File: src/rtl/adder_rr_arbiter.sv
// adder_rr_arbiter: round-robin arbiter sharing one WIDTH-bit adder among
// NREQ valid/ready requesters, with a one-entry tagged result register.
// Optional feature macro: ADDER_ARB_CARRY_EN (registers the adder carry-out
// on res_carry_o; when undefined res_carry_o is tied low).
//
// state   | meaning
// --------+-----------------------------------------------
// S_EMPTY | result slot empty, res_valid_o = 0
// S_FULL  | result slot holds an undelivered result
module adder_rr_arbiter #(
  parameter int NREQ  = 4,
  parameter int WIDTH = 8,
  parameter int IDW   = 2
) (
  input  logic                  clk_i,
  input  logic                  rst_ni,
  input  logic [NREQ-1:0]       req_valid_i,
  output logic [NREQ-1:0]       req_ready_o,
  input  logic [NREQ*WIDTH-1:0] req_a_i,
  input  logic [NREQ*WIDTH-1:0] req_b_i,
  output logic                  res_valid_o,
  input  logic                  res_ready_i,
  output logic [IDW-1:0]        res_id_o,
  output logic [WIDTH-1:0]      res_sum_o,
  output logic                  res_carry_o,
  output logic [15:0]           grant_cnt_o
);

  typedef enum logic {S_EMPTY, S_FULL} slot_state_e;

  slot_state_e     state_q;
  logic [IDW-1:0]  ptr_q, ptr_d;
  logic [IDW-1:0]  id_q;
  logic [WIDTH-1:0] sum_q, sum_d;
  logic [15:0]     cnt_q;

  logic [WIDTH-1:0] a_arr [NREQ];
  logic [WIDTH-1:0] b_arr [NREQ];
  logic [WIDTH-1:0] a_sel, b_sel;
  logic [NREQ-1:0]  grant_oh;
  logic [IDW-1:0]   grant_id;
  logic [IDW-1:0]   cand_idx;
  logic             grant_any;
  logic             slot_free;
  logic             xfer;
  int               cand;

  for (genvar g = 0; g < NREQ; g++) begin : g_unpack
    assign a_arr[g] = req_a_i[g*WIDTH +: WIDTH];
    assign b_arr[g] = req_b_i[g*WIDTH +: WIDTH];
  end

  // Round-robin search from ptr_q upward, wrapping; first valid requester wins.
  always_comb begin
    grant_any = 1'b0;
    grant_oh  = '0;
    grant_id  = '0;
    ptr_d     = ptr_q;
    a_sel     = '0;
    b_sel     = '0;
    cand      = 0;
    cand_idx  = '0;
    for (int off = 0; off < NREQ; off++) begin
      cand = int'(ptr_q) + off;
      if (cand >= NREQ) cand = cand - NREQ;
      cand_idx = cand[IDW-1:0];
      if (!grant_any && req_valid_i[cand_idx]) begin
        grant_any          = 1'b1;
        grant_oh[cand_idx] = 1'b1;
        grant_id           = cand_idx;
        a_sel              = a_arr[cand_idx];
        b_sel              = b_arr[cand_idx];
        if (cand_idx == IDW'(NREQ - 1)) ptr_d = '0;
        else                            ptr_d = cand_idx + 1'b1;
      end
    end
  end

  // Grant only when the slot can take a result; held off entirely during reset.
  assign slot_free   = (state_q == S_EMPTY) || res_ready_i;
  assign xfer        = rst_ni && slot_free && grant_any;
  assign req_ready_o = xfer ? grant_oh : '0;

`ifdef ADDER_ARB_CARRY_EN
  logic [WIDTH:0] sum_full;
  logic           carry_q;
  assign sum_full    = {1'b0, a_sel} + {1'b0, b_sel};
  assign sum_d       = sum_full[WIDTH-1:0];
  assign res_carry_o = carry_q;
`else
  assign sum_d       = a_sel + b_sel;
  assign res_carry_o = 1'b0;
`endif

  // Output slot FSM with the registered result, pointer and grant counter.
  always_ff @(posedge clk_i or negedge rst_ni) begin
    if (!rst_ni) begin
      state_q <= S_EMPTY;
      sum_q   <= '0;
      id_q    <= '0;
      ptr_q   <= '0;
      cnt_q   <= '0;
`ifdef ADDER_ARB_CARRY_EN
      carry_q <= 1'b0;
`endif
    end else begin
      case (state_q)
        S_EMPTY: if (xfer) state_q <= S_FULL;
        S_FULL:  if (!xfer && res_ready_i) state_q <= S_EMPTY;
      endcase
      if (xfer) begin
        sum_q <= sum_d;
        id_q  <= grant_id;
        ptr_q <= ptr_d;
        cnt_q <= cnt_q + 16'd1;
`ifdef ADDER_ARB_CARRY_EN
        carry_q <= sum_full[WIDTH];
`endif
      end
    end
  end

  assign res_valid_o = (state_q == S_FULL);
  assign res_id_o    = id_q;
  assign res_sum_o   = sum_q;
  assign grant_cnt_o = cnt_q;

endmodule

File: config.mk
export PLATFORM = sky130hd
export DESIGN_NAME = adder_rr_arbiter
export DESIGN_NICKNAME = d
export VERILOG_FILES = /design/src/rtl/adder_rr_arbiter.sv
export SDC_FILE = /design/constraint.sdc
export NUM_CORES = 1
export LEC_CHECK = 0
export ABC_AREA = 1
export BUFFER_PORTS_ARGS = -buffer_cell sky130_fd_sc_hd__buf_2
export CORE_ASPECT_RATIO = 2
export CORE_MARGIN = 1
export CORE_UTILIZATION = 53
export CTS_BUF_LIST = sky130_fd_sc_hd__clkbuf_16
export DETAILED_ROUTE_END_ITERATION = 10
export PLACE_DENSITY = 0.79
export SETUP_SLACK_MARGIN = 0.1
export SKIP_LAST_GASP = 1
export SLEW_MARGIN = 20
export SYNTH_ARGS = -nofsm -noshare
export SYNTH_HDL_FRONTEND = slang
export SYNTH_SLANG_ARGS = --single-unit
File: constraint.sdc
create_clock -name clk_i -period 6 [get_ports clk_i]
set_input_delay 0 -clock clk_i [delete_from_list [all_inputs] [get_ports clk_i]]
set_output_delay 0 -clock clk_i [all_outputs]
set_load 0.005 [all_outputs]
# Word level (Yosys, flattened, before mapping)
# Index checks and enable logic that the tools add are counted.
# totals
inputBits	71
out_inout_bits	32
register_bits	29
# classes
bitwise_logic	8
n_eq_ne	4
reduce_logical	17
muxes	76
order_cmp	16
add_sub_neg	13
# ops
cell	n
$mux 8	24
$bmux 8 s2	8
$mux 2	16
$ge 3x3->1 const B	7
$mux 4	5
$add 16x1->16 const B	1
$mux 1	14
$lt 2x3->1 const B	4
$not 2->3	4
$or 4x4->4	3
$logic_and 1x1->1	10
$add 2x1->2 const B	4
$add 8x8->8	1
$bmux 1 s2	4
$demux 1 s2	4
$eq 2x2->1 const B	4
$ge 2x1->1 const B	4
$sub 2x1->2 const B	4
$add 2x2->3 const B	2
$logic_not 1->1	4
$reduce_bool 4->1	1
$add 2x1->3 const B	1
$ge 2x3->1 const B	1
$pmux 1 s2	1
other kinds (3)	3

# Longest topological paths before layout
# depth
depth_word	19
depth_mapped	23
depth_no_buf	19

# Least setup slack after synthesis
# OpenSTA, ideal clock, no wires.
# synth_timing
kind	register to register
start	reg ptr_q[1]
end	reg sum_q[6], in the netlist res_sum_o[6]
stages_incl_launch_ff	23
t_required_ns	5.924
setup_slack_ns	1.873
path_buffers	6
synth_period_minus_slack_ns	4.127
t_arrival_ns	4.051
cell_sequence	dfrtp_1 -> inv_1 -> clkbuf_1 -> buf_2 -> buf_1 -> ha_1 -> clkbuf_1 -> nand2_2 -> nand2_4 -> nor2_8 -> nand3_2 -> buf_6 -> buf_6 -> o211ai_1 -> ha_1 -> inv_1 -> fa_1 -> o21ai_0 -> a21oi_1 -> nor2_1 -> nor2_1 -> xor2_1 -> o21ai_1
# synth_between
elab_chain_cells	15
# synth_lines
item	line	source
from (decl)	32	logic [IDW-1:0] ptr_q, ptr_d;
from (signal assigned)	114	ptr_q <= ptr_d;
parallel branches: the longest is 15 deep, another holds $add 2x1->3	--	
to (signal assigned)	112	sum_q <= sum_d;
to (decl)	34	logic [WIDTH-1:0] sum_q, sum_d;
# Several ways; the timed one is not identified. The select of a mux whose other input is x is not followed.
# A chain may end at the register's enable or synchronous reset.

# Final worst setup path
# layout_timing
start	reg ptr_q[0]
end	reg sum_q[6], in the netlist res_sum_o[6]
# The elaborated chain is that of the path after synthesis.

==> results.toml <==
[layout]
drive_above_1_share = 0.1844
num-nets-final = 841
insertedDiodeCount = 0
multiInputGateArea_um2 = 2779
final_cell_mix = "217 x nand2_1, 101 x buf_2, 98 x o21ai_0"
seq_area_um2 = 726.9
layout_commonest_cell = "nand2_1"
fillers = 694
area_delta_synth_final_pct = 14.03
final_cells = 846

[timing]
min_period_over_period = 0.8041
worst_slew_pin_slew_ns = 0.9036
timing_hold_violations_final = 0
grt_setup_unrepaired = "no"
relSlewSlack = 0.3953
clock_skew_ns = 0.006490
drv_slew = 0
fin_crit_ns = 4.825
fmax_mhz = 207.3
setup_tns_ns = 0
finalSetupViolations = 0

[yosys]
synth-seq-cells = 29
synth_fp_nets = 770
yosysUniqueCellTypes = 41
async_flop_share = 1.000
synth_area_um2 = 4040
syn_avg_cell_area_um2 = 5.924
synthCells = 682
ys_warn_count = 0
synth-seq-area-share = 0.1796
synth_flop_cell = "dfrtp_1"
synth_edf_count = 0

[clocking]
post_cts_resized = 0
clk_latency_ns = 0.28
root_buffer = "clkbuf_16"
postCtsSetupBuffers = 0
tritoncts = "done"
numCtsBuffers = 5
htreeDepth = 2
clockBufferDepth = 2
clk_pin_slew_ns = 0.05
clock_sinks = 29

[power_and_ir_drop]
ir_drop_v = 0.0004269
power_density_nw_per_um2 = 682.4
switchingPower_w = 0.001804
clock_power_share = 0.073
p_int_w = 0.001340
power_w = 0.003144
p_comb_frac = 0.824
netSwitchingFraction = 0.5738
p_leak_nw = 2.461
p_seq_frac = 0.103

[worst_setup_path]
cpMostUsedCell = "nor2_1"
cp.buffers_inverters = 4
cp_max_fo = 42
rr_worst_depth = 18
cp-end-kind = "flop"
start_kind = "flop"
crit_chain = "inv_2 > ha_1 > buf_4 > inv_2 > nand3_1 > nand2_1 > nor2_1 > a22oi_1 > o211ai_1 > ha_1 > inv_1 > fa_1 > o21ai_0 > a21oi_1 > nor2_1 > nor2_1 > xor2_1 > o21ai_1"
reg2reg_to = "res_sum_o[6]$_DFFE_PN0P_"
cp.arrival_ns = 4.97
rr_startpoint = "ptr_q[0]$_DFFE_PN0P_"
cpLargestDelayFamily = "buffers and inverters"
worstPathRequired_ns = 6.14
cpPeakStageDelay_ns = 0.70
slowest_stage = "nor2_1"
r2r_slack_ns = 1.18
worst-setup-path-type = "reg -> reg"

[placement]
routabilityCongestion = 0.9147
port_buffers = 101
dpl.hpwl_um = 8944
placedCellCount = 836

[floorplanning]
io_pins = 103
start_util = 0.5518
coreArea_um2 = 7322
die_height_um = 125.5
die_area_um2 = 7997
dieWidth_um = 63.74
rows = 44

[route]
num_vias = 4756
dr.pass1.iters = 5
drt_iter0_markers = 290
avgRoutedWirePerCell_um = 13.67
ant_nets = 0
remaining_drc_errors = 0
drt_wl_total_um = 11570
via_per_inst = 5.622

[global_route]
antenna_found_initial = 0
grt_pass1_wl_um = 18890
grt_util_all_layers = 0.2926
grt_pass1_vias = 4320
overflow = 0
grt_max_degree = 108

[run_status]
status = "complete, no violations"

[flow_run]
max_cap_violations = 0

[worst_hold_path]
hold_class = "in -> async"
## stage by stage
step           area (um2)  utilization  hold slack (ns)  setup slack [ns]
6_report             4607       0.6292           0.2831             1.175
5_1_grt              4607       0.6292           0.3486            0.7800
4_1_cts              4607       0.6292           0.3087             1.249
3_5_place_dp         4451       0.6078          0.06346             1.270
3_3_place_gp         4451       0.6078          0.06190             1.451
2_1_floorplan        4040            -          -0.2956             1.873
## flip-flops by register name, summed over array words and instances, names as in the netlist
| register | cells |
|---|---|
| grant_cnt_o | 16 |
| ptr_q | 2 |
| res_id_o | 2 |
| res_sum_o | 8 |
| res_valid_o | 1 |
## final cells by class
cell class | count | share of cell area
multi-input combinational | 532 | 0.6032
sequential | 29 | 0.1578
timing repair buffer | 107 | 0.1206
inverter | 78 | 0.06382
clock buffer | 5 | 0.02716
tap | 92 | 0.02499
clock inverter | 3 | 0.002444
## per-layer routing
metal,global-route usage,wire length [um],part of all wire
met3,0.01277,398,0.034
met1,0.2928,4277,0.37
met4,0.1671,540,0.047
met2,0.5707,6348,0.55
met5,0,0,0
## worst max path at each step
stage                               from                       end  slack, ns  cells past startpoint
finish              ptr_q[0]$_DFFE_PN0P_  res_sum_o[6]$_DFFE_PN0P_       1.18                     18
global route        ptr_q[0]$_DFFE_PN0P_  res_sum_o[6]$_DFFE_PN0P_       0.78                     18
CTS                 ptr_q[0]$_DFFE_PN0P_  res_sum_o[6]$_DFFE_PN0P_       1.25                     18
detailed placement  ptr_q[0]$_DFFE_PN0P_  res_sum_o[6]$_DFFE_PN0P_       1.27                     18
global placement    ptr_q[0]$_DFFE_PN0P_  res_sum_o[6]$_DFFE_PN0P_       1.45                     18
floorplan           ptr_q[1]$_DFFE_PN0P_  res_sum_o[6]$_DFFE_PN0P_       1.87                     22
## power groups by stage
stage | logic, W | clock network (W) | registers [W]
floorplan | 0.00205 | 0 | 0.000331
global route | 0.00293 | 0.000236 | 0.000331
finish | 0.00259 | 0.000228 | 0.000324
global placement | 0.00251 | 0 | 0.000321
detailed placement | 0.00257 | 0 | 0.000325
CTS | 0.00258 | 0.000232 | 0.000323
## Yosys cell counts, types with 4 or more instances
library cell	instances	area, um2
nand2_1	217	814.5
o21ai_0	98	490.5
inv_1	70	262.8
nand3_1	35	175.2
dfrtp_1	29	725.7
nor2_1	27	101.4
a21oi_1	24	120.1
o21ai_1	22	110.1
buf_2	16	80.08
ha_1	16	200.2
o211ai_1	16	120.1
clkbuf_1	13	48.80
xor2_1	13	113.9
a22oi_1	7	52.55
inv_2	7	26.28
nand4_1	7	43.79
buf_4	6	45.04
nor3_1	6	30.03
xnor2_1	6	52.55
buf_6	5	56.30
o221ai_1	5	43.79
mux2i_1	4	40.04
nand2_4	4	45.04
## logic make-up after synthesis
group / after synthesis / share of synthesized area
AND/OR/NAND/NOR: 311 / 0.3326
AO/OA/AOI/OAI: 180 / 0.2487
buffers and inverters: 121 / 0.1325
flip-flops: 29 / 0.1796
XOR/XNOR: 19 / 0.04119
adder cells (fa/ha/maj): 17 / 0.05451
multiplexers: 4 / 0.009911
other: 1 / 0.0009282
## worst reg2reg max path, cell delays in order, from the launching register on
cell      delay, ns
dfrtp_2        0.40
inv_2          0.48
ha_1           0.44
buf_4          0.34
inv_2          0.29
nand3_1        0.18
nand2_1        0.07
nor2_1         0.70
a22oi_1        0.16
o211ai_1       0.15
ha_1           0.22
inv_1          0.06
fa_1           0.40
o21ai_0        0.32
a21oi_1        0.13
nor2_1         0.11
nor2_1         0.06
xor2_1         0.12
o21ai_1        0.07
## repair_timing
item	CTS	global route
hold endpoints to repair	30	0
endpoints found under the setup margin	0	0
hold buffers	2	0
(Power assumes the default switching activity.)
